`config.mk`:
```
export PLATFORM = sky130hd
export DESIGN_NAME = fifo_uart_tx
export DESIGN_NICKNAME = d
export VERILOG_FILES = /design/src/rtl/fifo_uart_tx.sv
export SDC_FILE = /design/constraint.sdc
export NUM_CORES = 1
export LEC_CHECK = 0
export ABC_AREA = 1
export BUFFER_PORTS_ARGS = -buffer_cell sky130_fd_sc_hd__buf_4
export CAP_MARGIN = 20
export CORE_MARGIN = 3
export CORE_UTILIZATION = 55
export CTS_BUF_LIST = sky130_fd_sc_hd__clkbuf_4 sky130_fd_sc_hd__clkbuf_8
export DETAILED_ROUTE_END_ITERATION = 10
export HOLD_SLACK_MARGIN = 0.03
export PLACE_DENSITY = 0.85
export SETUP_SLACK_MARGIN = 0.15
export SYNTH_ARGS = -nofsm -noshare
export SYNTH_HDL_FRONTEND = slang
export SYNTH_SLANG_ARGS = --single-unit
```
`constraint.sdc`:
```
create_clock -name clk -period 1.7 [get_ports clk]
set_input_delay 0.34 -clock clk [delete_from_list [all_inputs] [get_ports clk]]
set_output_delay 0.34 -clock clk [all_outputs]
set_load 0.01 [all_outputs]
```
`src/rtl/fifo_uart_tx.sv`:
```
`default_nettype none
// ============================================================================
//  Module      : fifo_uart_tx
//  Description : Drains a 16-bit synchronous FIFO one word at a time and sends
//                each word as two 8N1 UART frames. The low byte goes first, and
//                each byte is sent LSB first. A new FIFO read is issued only
//                after the previous word has been completely shifted out.
//  Revision    : 1.0 - initial release
// ============================================================================
module fifo_uart_tx #(
  parameter int DIV = 87            // clock cycles per serial bit, 2..65535
) (
  input  logic        clk,
  input  logic        rst_n,
  input  logic        enable,
  input  logic        fifo_empty,
  input  logic        fifo_valid,
  input  logic [15:0] fifo_dout,
  output logic        fifo_rd,
  output logic        txd,
  output logic        busy,
  output logic        drop
);

  localparam int                    c_BAUD_W    = (DIV > 1) ? $clog2(DIV) : 1;
  localparam logic [c_BAUD_W-1:0]   c_BAUD_LAST = c_BAUD_W'(DIV - 1);
  localparam logic [c_BAUD_W-1:0]   c_BAUD_ONE  = c_BAUD_W'(1);

  typedef enum logic [2:0] {
    S_IDLE  = 3'd0,
    S_READ  = 3'd1,
    S_WAIT  = 3'd2,
    S_START = 3'd3,
    S_DATA  = 3'd4,
    S_STOP  = 3'd5
  } state_t;

  state_t              r_state;
  logic [c_BAUD_W-1:0] r_baud;
  logic [2:0]          r_bit;
  logic                r_idx;
  logic [15:0]         r_hold;
  logic                r_fifo_rd;
  logic                r_txd;
  logic                r_busy;
  logic                r_drop;

  logic [7:0]          w_byte;
  logic [2:0]          w_bit_nxt;
  logic                w_baud_end;

  // Byte currently on the line, next bit position, and end of the bit period
  always_comb begin
    w_byte     = r_idx ? r_hold[15:8] : r_hold[7:0];
    w_bit_nxt  = r_bit + 3'd1;
    w_baud_end = (r_baud == c_BAUD_LAST);
  end

  // Word sequencer: all outputs are registered, so TXD and the pulses change
  // only on the edge where the state or bit changes
  always_ff @(posedge clk or negedge rst_n) begin
    if (!rst_n) begin
      r_state   <= S_IDLE;
      r_baud    <= '0;
      r_bit     <= 3'd0;
      r_idx     <= 1'b0;
      r_hold    <= 16'h0000;
      r_fifo_rd <= 1'b0;
      r_txd     <= 1'b1;
      r_busy    <= 1'b0;
      r_drop    <= 1'b0;
    end else begin
      r_fifo_rd <= 1'b0;
      r_drop    <= 1'b0;
      case (r_state)
        S_IDLE: begin
          // ENABLE and FIFO_EMPTY only matter here; a word in flight always completes
          if (enable && !fifo_empty) begin
            r_state   <= S_READ;
            r_fifo_rd <= 1'b1;
            r_busy    <= 1'b1;
          end
        end
        S_READ: begin
          r_state <= S_WAIT;
        end
        S_WAIT: begin
          if (fifo_valid) begin
            r_hold  <= fifo_dout;
            r_idx   <= 1'b0;
            r_baud  <= '0;
            r_txd   <= 1'b0;
            r_state <= S_START;
          end else begin
            // Read was issued but the FIFO returned nothing (underflow)
            r_drop  <= 1'b1;
            r_busy  <= 1'b0;
            r_state <= S_IDLE;
          end
        end
        S_START: begin
          if (w_baud_end) begin
            r_baud  <= '0;
            r_bit   <= 3'd0;
            r_txd   <= w_byte[0];
            r_state <= S_DATA;
          end else begin
            r_baud <= r_baud + c_BAUD_ONE;
          end
        end
        S_DATA: begin
          if (w_baud_end) begin
            r_baud <= '0;
            if (r_bit == 3'd7) begin
              r_bit   <= 3'd0;
              r_txd   <= 1'b1;
              r_state <= S_STOP;
            end else begin
              r_bit <= w_bit_nxt;
              r_txd <= w_byte[w_bit_nxt];
            end
          end else begin
            r_baud <= r_baud + c_BAUD_ONE;
          end
        end
        S_STOP: begin
          if (w_baud_end) begin
            r_baud <= '0;
            if (!r_idx) begin
              // High byte follows immediately with no idle bit
              r_idx   <= 1'b1;
              r_txd   <= 1'b0;
              r_state <= S_START;
            end else begin
              r_busy  <= 1'b0;
              r_state <= S_IDLE;
            end
          end else begin
            r_baud <= r_baud + c_BAUD_ONE;
          end
        end
        default: begin
          r_state <= S_IDLE;
          r_baud  <= '0;
          r_bit   <= 3'd0;
          r_txd   <= 1'b1;
          r_busy  <= 1'b0;
        end
      endcase
    end
  end

  assign fifo_rd = r_fifo_rd;
  assign txd     = r_txd;
  assign busy    = r_busy;
  assign drop    = r_drop;

endmodule
`default_nettype wire

```
==> summary.txt <==
Routing
  • DRC viols: 0
  • Number of DRC markers in iteration 0: around 120
  • Drt first pass iters: 4
  • Total number of vias: approximately 1.6k
  • WL/cell: 14.8 um
  • Via-per-instance ratio: about 5.5
  • Routed Antenna Nets: 0
  • Post-Route WL: approximately 4200 um

Synthesis
  • Area leader, netlist: dfrtp_1
  • Register area share after synthesis: 0.466
  • Distinct cells, synth: 33
  • Synth Register Bits: 34
  • Synthesized Nets: between 200 and 250
  • Synth Area in Compound Gates: 0.0767
  • Yosys Warn Count: 0
  • Adder-cell share of the synthesized area: 0.0274
  • Main combinational cell family by area after synthesis: simple AND/OR/NAND/NOR gates
  • Cells after synthesis: 197
  • Syn avg cell area: roughly 9.3 um^2
  • Synthesized area: 1830 um^2
  • Post-synth top area share: 0.452
  • Area contributors post-synth: dfrtp_1 (45%), nand2_1 (8.6%), mux2_4 (7.4%)
  • Mux share of post-synthesis cell area: 0.117
  • Post-synthesis simple-gate area fraction: 0.242
  • Post-Synth XOR/XNOR Area: 0.00479

Die
  • I/O pin count: 25
  • Core Area: 3100 um^2
  • Initial core utilization: 0.589
  • Die ar.: around 4000 um^2
  • Die Wd: 63.6 um
  • Cell row count: 20
  • Die height: between 60 and 70 um

Timing
  • Fin crit share: 0.943
  • Hold_ws: roughly 0.18 ns
  • Minimum clock period after layout: 1.60 ns
  • Fin. max-slew vios: 0
  • Endpoints failing setup: 0
  • Worst slew pin tran: 0.412 ns
  • Unrepaired setup endpoints after global routing: yes
  • Final Hold Fails: 0
  • Fmax: 624 MHz
  • Setup_tns: 0 ns
  • Worst Clk Skew: 0.00422 ns
  • Slew HR: 0.723

Worst setup path
  • WP data arrival: between 1.5 and 2 ns
  • CP Launch Type: flip-flop
  • Critical Path RT: slightly below 2 ns
  • Critical Path Fanout Max: 15
  • CP Capture Type: flip-flop
  • Critical path class: reg2reg

Clock network
  • CTS tree: built
  • Root buf cell: clkbuf_4
  • Clock sinks: 34
  • Clk Latency, worst-skew pair: 0.35 ns
  • Clk slew on worst S/H paths: around 0.10 ns
  • Clock Tree Buf Depth: 2
  • H-tree Lvls: 2
  • Cts bufs inserted: 5

Worst hold path
  • Worst Hold Class: in2reg

Finish
  • Layout cell share with drive strength beyond 1: 0.430
  • Layout Nets: between 200 and 300
  • ANT cells: 0
  • Post-Route Utilization: 0.760
  • Synth-to-layout area growth: 29.2%

Global route
  • Number of global-route vias before repair: 1332
  • GRT Residual Overflow: 0
  • Largest net degree at the start of global routing: 35
  • GRT Total Usage: 0.197
  • Antenna violations before repair: 0
  • First-pass GRT wire length: approximately 6000 um

Power
  • Max VDD drop: ~1.4 mV
  • Pwr per Cell Area: approximately 1700 nW/um^2
  • Leakage: 1.15 nW
  • Total power: 0.00390 W

Run status
  • Status: complete, no violations

Placed design
  • IO Port Bufs: 24
  • Gp weighted congestion: between 0.9 and 1
  • Dpl hpwl: around 2600 um

Run
  • Max cap viols: 0
[worst max-delay path, stage by stage (launching register included)]
cell and delay, ns:
dfrtp_1 0.45, inv_2 0.09, nor2_4 0.20, buf_4 0.16, nand3_4 0.11, buf_12 0.18, mux2_4 0.30
[repair_timing]
item / in CTS / in global routing
setup buffers: 2 / 10
endpoints found under the hold margin: 33 / 0
pin swaps: 1 / 8
endpoints found under the setup margin: 3 / 12
resized for setup: 2 / 25
hold buffers: 1 / 0
[stage by stage]
step                      std cells  setup slack (ns)  cell area [um^2]
after floorplan                 197             0.219              1830
after global placement          265             0.140              2060
after detailed placement        265            0.0686              2060
after CTS                       276             0.151              2160
after global routing            286            0.0190              2360
final                           286            0.0966              2360
[cell usage in the layout (no fill, tap or decap), drive strengths merged, types with 2 or more instances in the layout]
cell type	n
dfrtp	33
a21oi	9
o22ai	2
inv	27
clkbuf	6
nand2	46
ha	4
o21ai	7
nor2	16
buf	38
mux2	16
nand3	21
nor3	5
[worst paths after layout]
path,startpoint,endpoint,slack [ns],cells after the start
worst min-delay path,fifo_empty,fifo_rd$_DFF_PN0_,0.18,2
min in group asynchronous,rst_n,r_hold[12]$_DFFE_PN0P_,0.46,2
worst max register to register,r_state[1]$_DFFE_PN0P_,r_hold[13]$_DFFE_PN0P_,0.1,6
worst max-delay path,r_state[1]$_DFFE_PN0P_,r_hold[13]$_DFFE_PN0P_,0.1,6
worst min register to register,busy$_DFFE_PN0P_,busy$_DFFE_PN0P_,0.50,2
max in group asynchronous,rst_n,txd$_DFFE_PN1P_,0.91,2
[logic make-up after synthesis]
kind of cell / count (synthesis)
and+or+nand+nor: 91
DFF: 34
buffers and inverters: 29
AOI/OAI and AO/OA: 22
muxes: 16
adders and majority gates: 4
xor gates and xnor gates: 1
[cell usage after synthesis]
cell and instances:
a21oi_1 6, a21oi_2 2, a21oi_4 1, a31oi_1 1, buf_2 1, buf_6 1, dfrtp_1 33, dfstp_2 1
ha_1 4, inv_1 17, inv_2 9, inv_4 1, mux2_2 7, mux2_4 9, nand2_1 42, nand2_2 4
nand3_1 20, nand3_4 1, nand4_2 1, nor2_1 10, nor2_2 5, nor2_4 1, nor3_1 4, nor3_2 1
nor3b_2 1, nor4_1 1, o211ai_1 1, o21ai_0 1, o21ai_1 6, o21bai_1 1, o22ai_1 2, o31ai_1 1
xor2_1 1
[layer usage]
layer | GRT usage | wire (um) | vias up
li1 | - | - | 742
met1 | 0.255 | 1810 | 748
met2 | 0.300 | 2040 | 66
met3 | 0.0553 | 243 | 16
met4 | 0.0970 | 126 | 0
met5 | 0 | 0 | -
[final cells by class]
class,instances,area (um^2)
repair buffers,39,308
well taps,44,55.1
clock buffers,6,51.3
flip-flops and latches,34,853
inverters,27,106
clock inverters,2,12.5
fillers,200,743
multi-input cells,134,973
[power breakdown]
part	total, W	internal [W]	leakage [nW]	switching [W]
logic	0.00206	0.000895	0.676	0.00117
registers	0.00136	0.00111	0.439	0.000250
clock network	0.000480	0.000199	0.0343	0.000282
total	0.00390	0.00220	1.15	0.00170
[sequential cells by signal, summed over array words and instances (netlist names)]
register	cells
drop	1
r_hold	16
busy	1
r_baud	7
r_idx	1
r_bit	3
txd	1
r_state	3
fifo_rd	1
No activity file was read; power rests on OpenSTA's default activity.
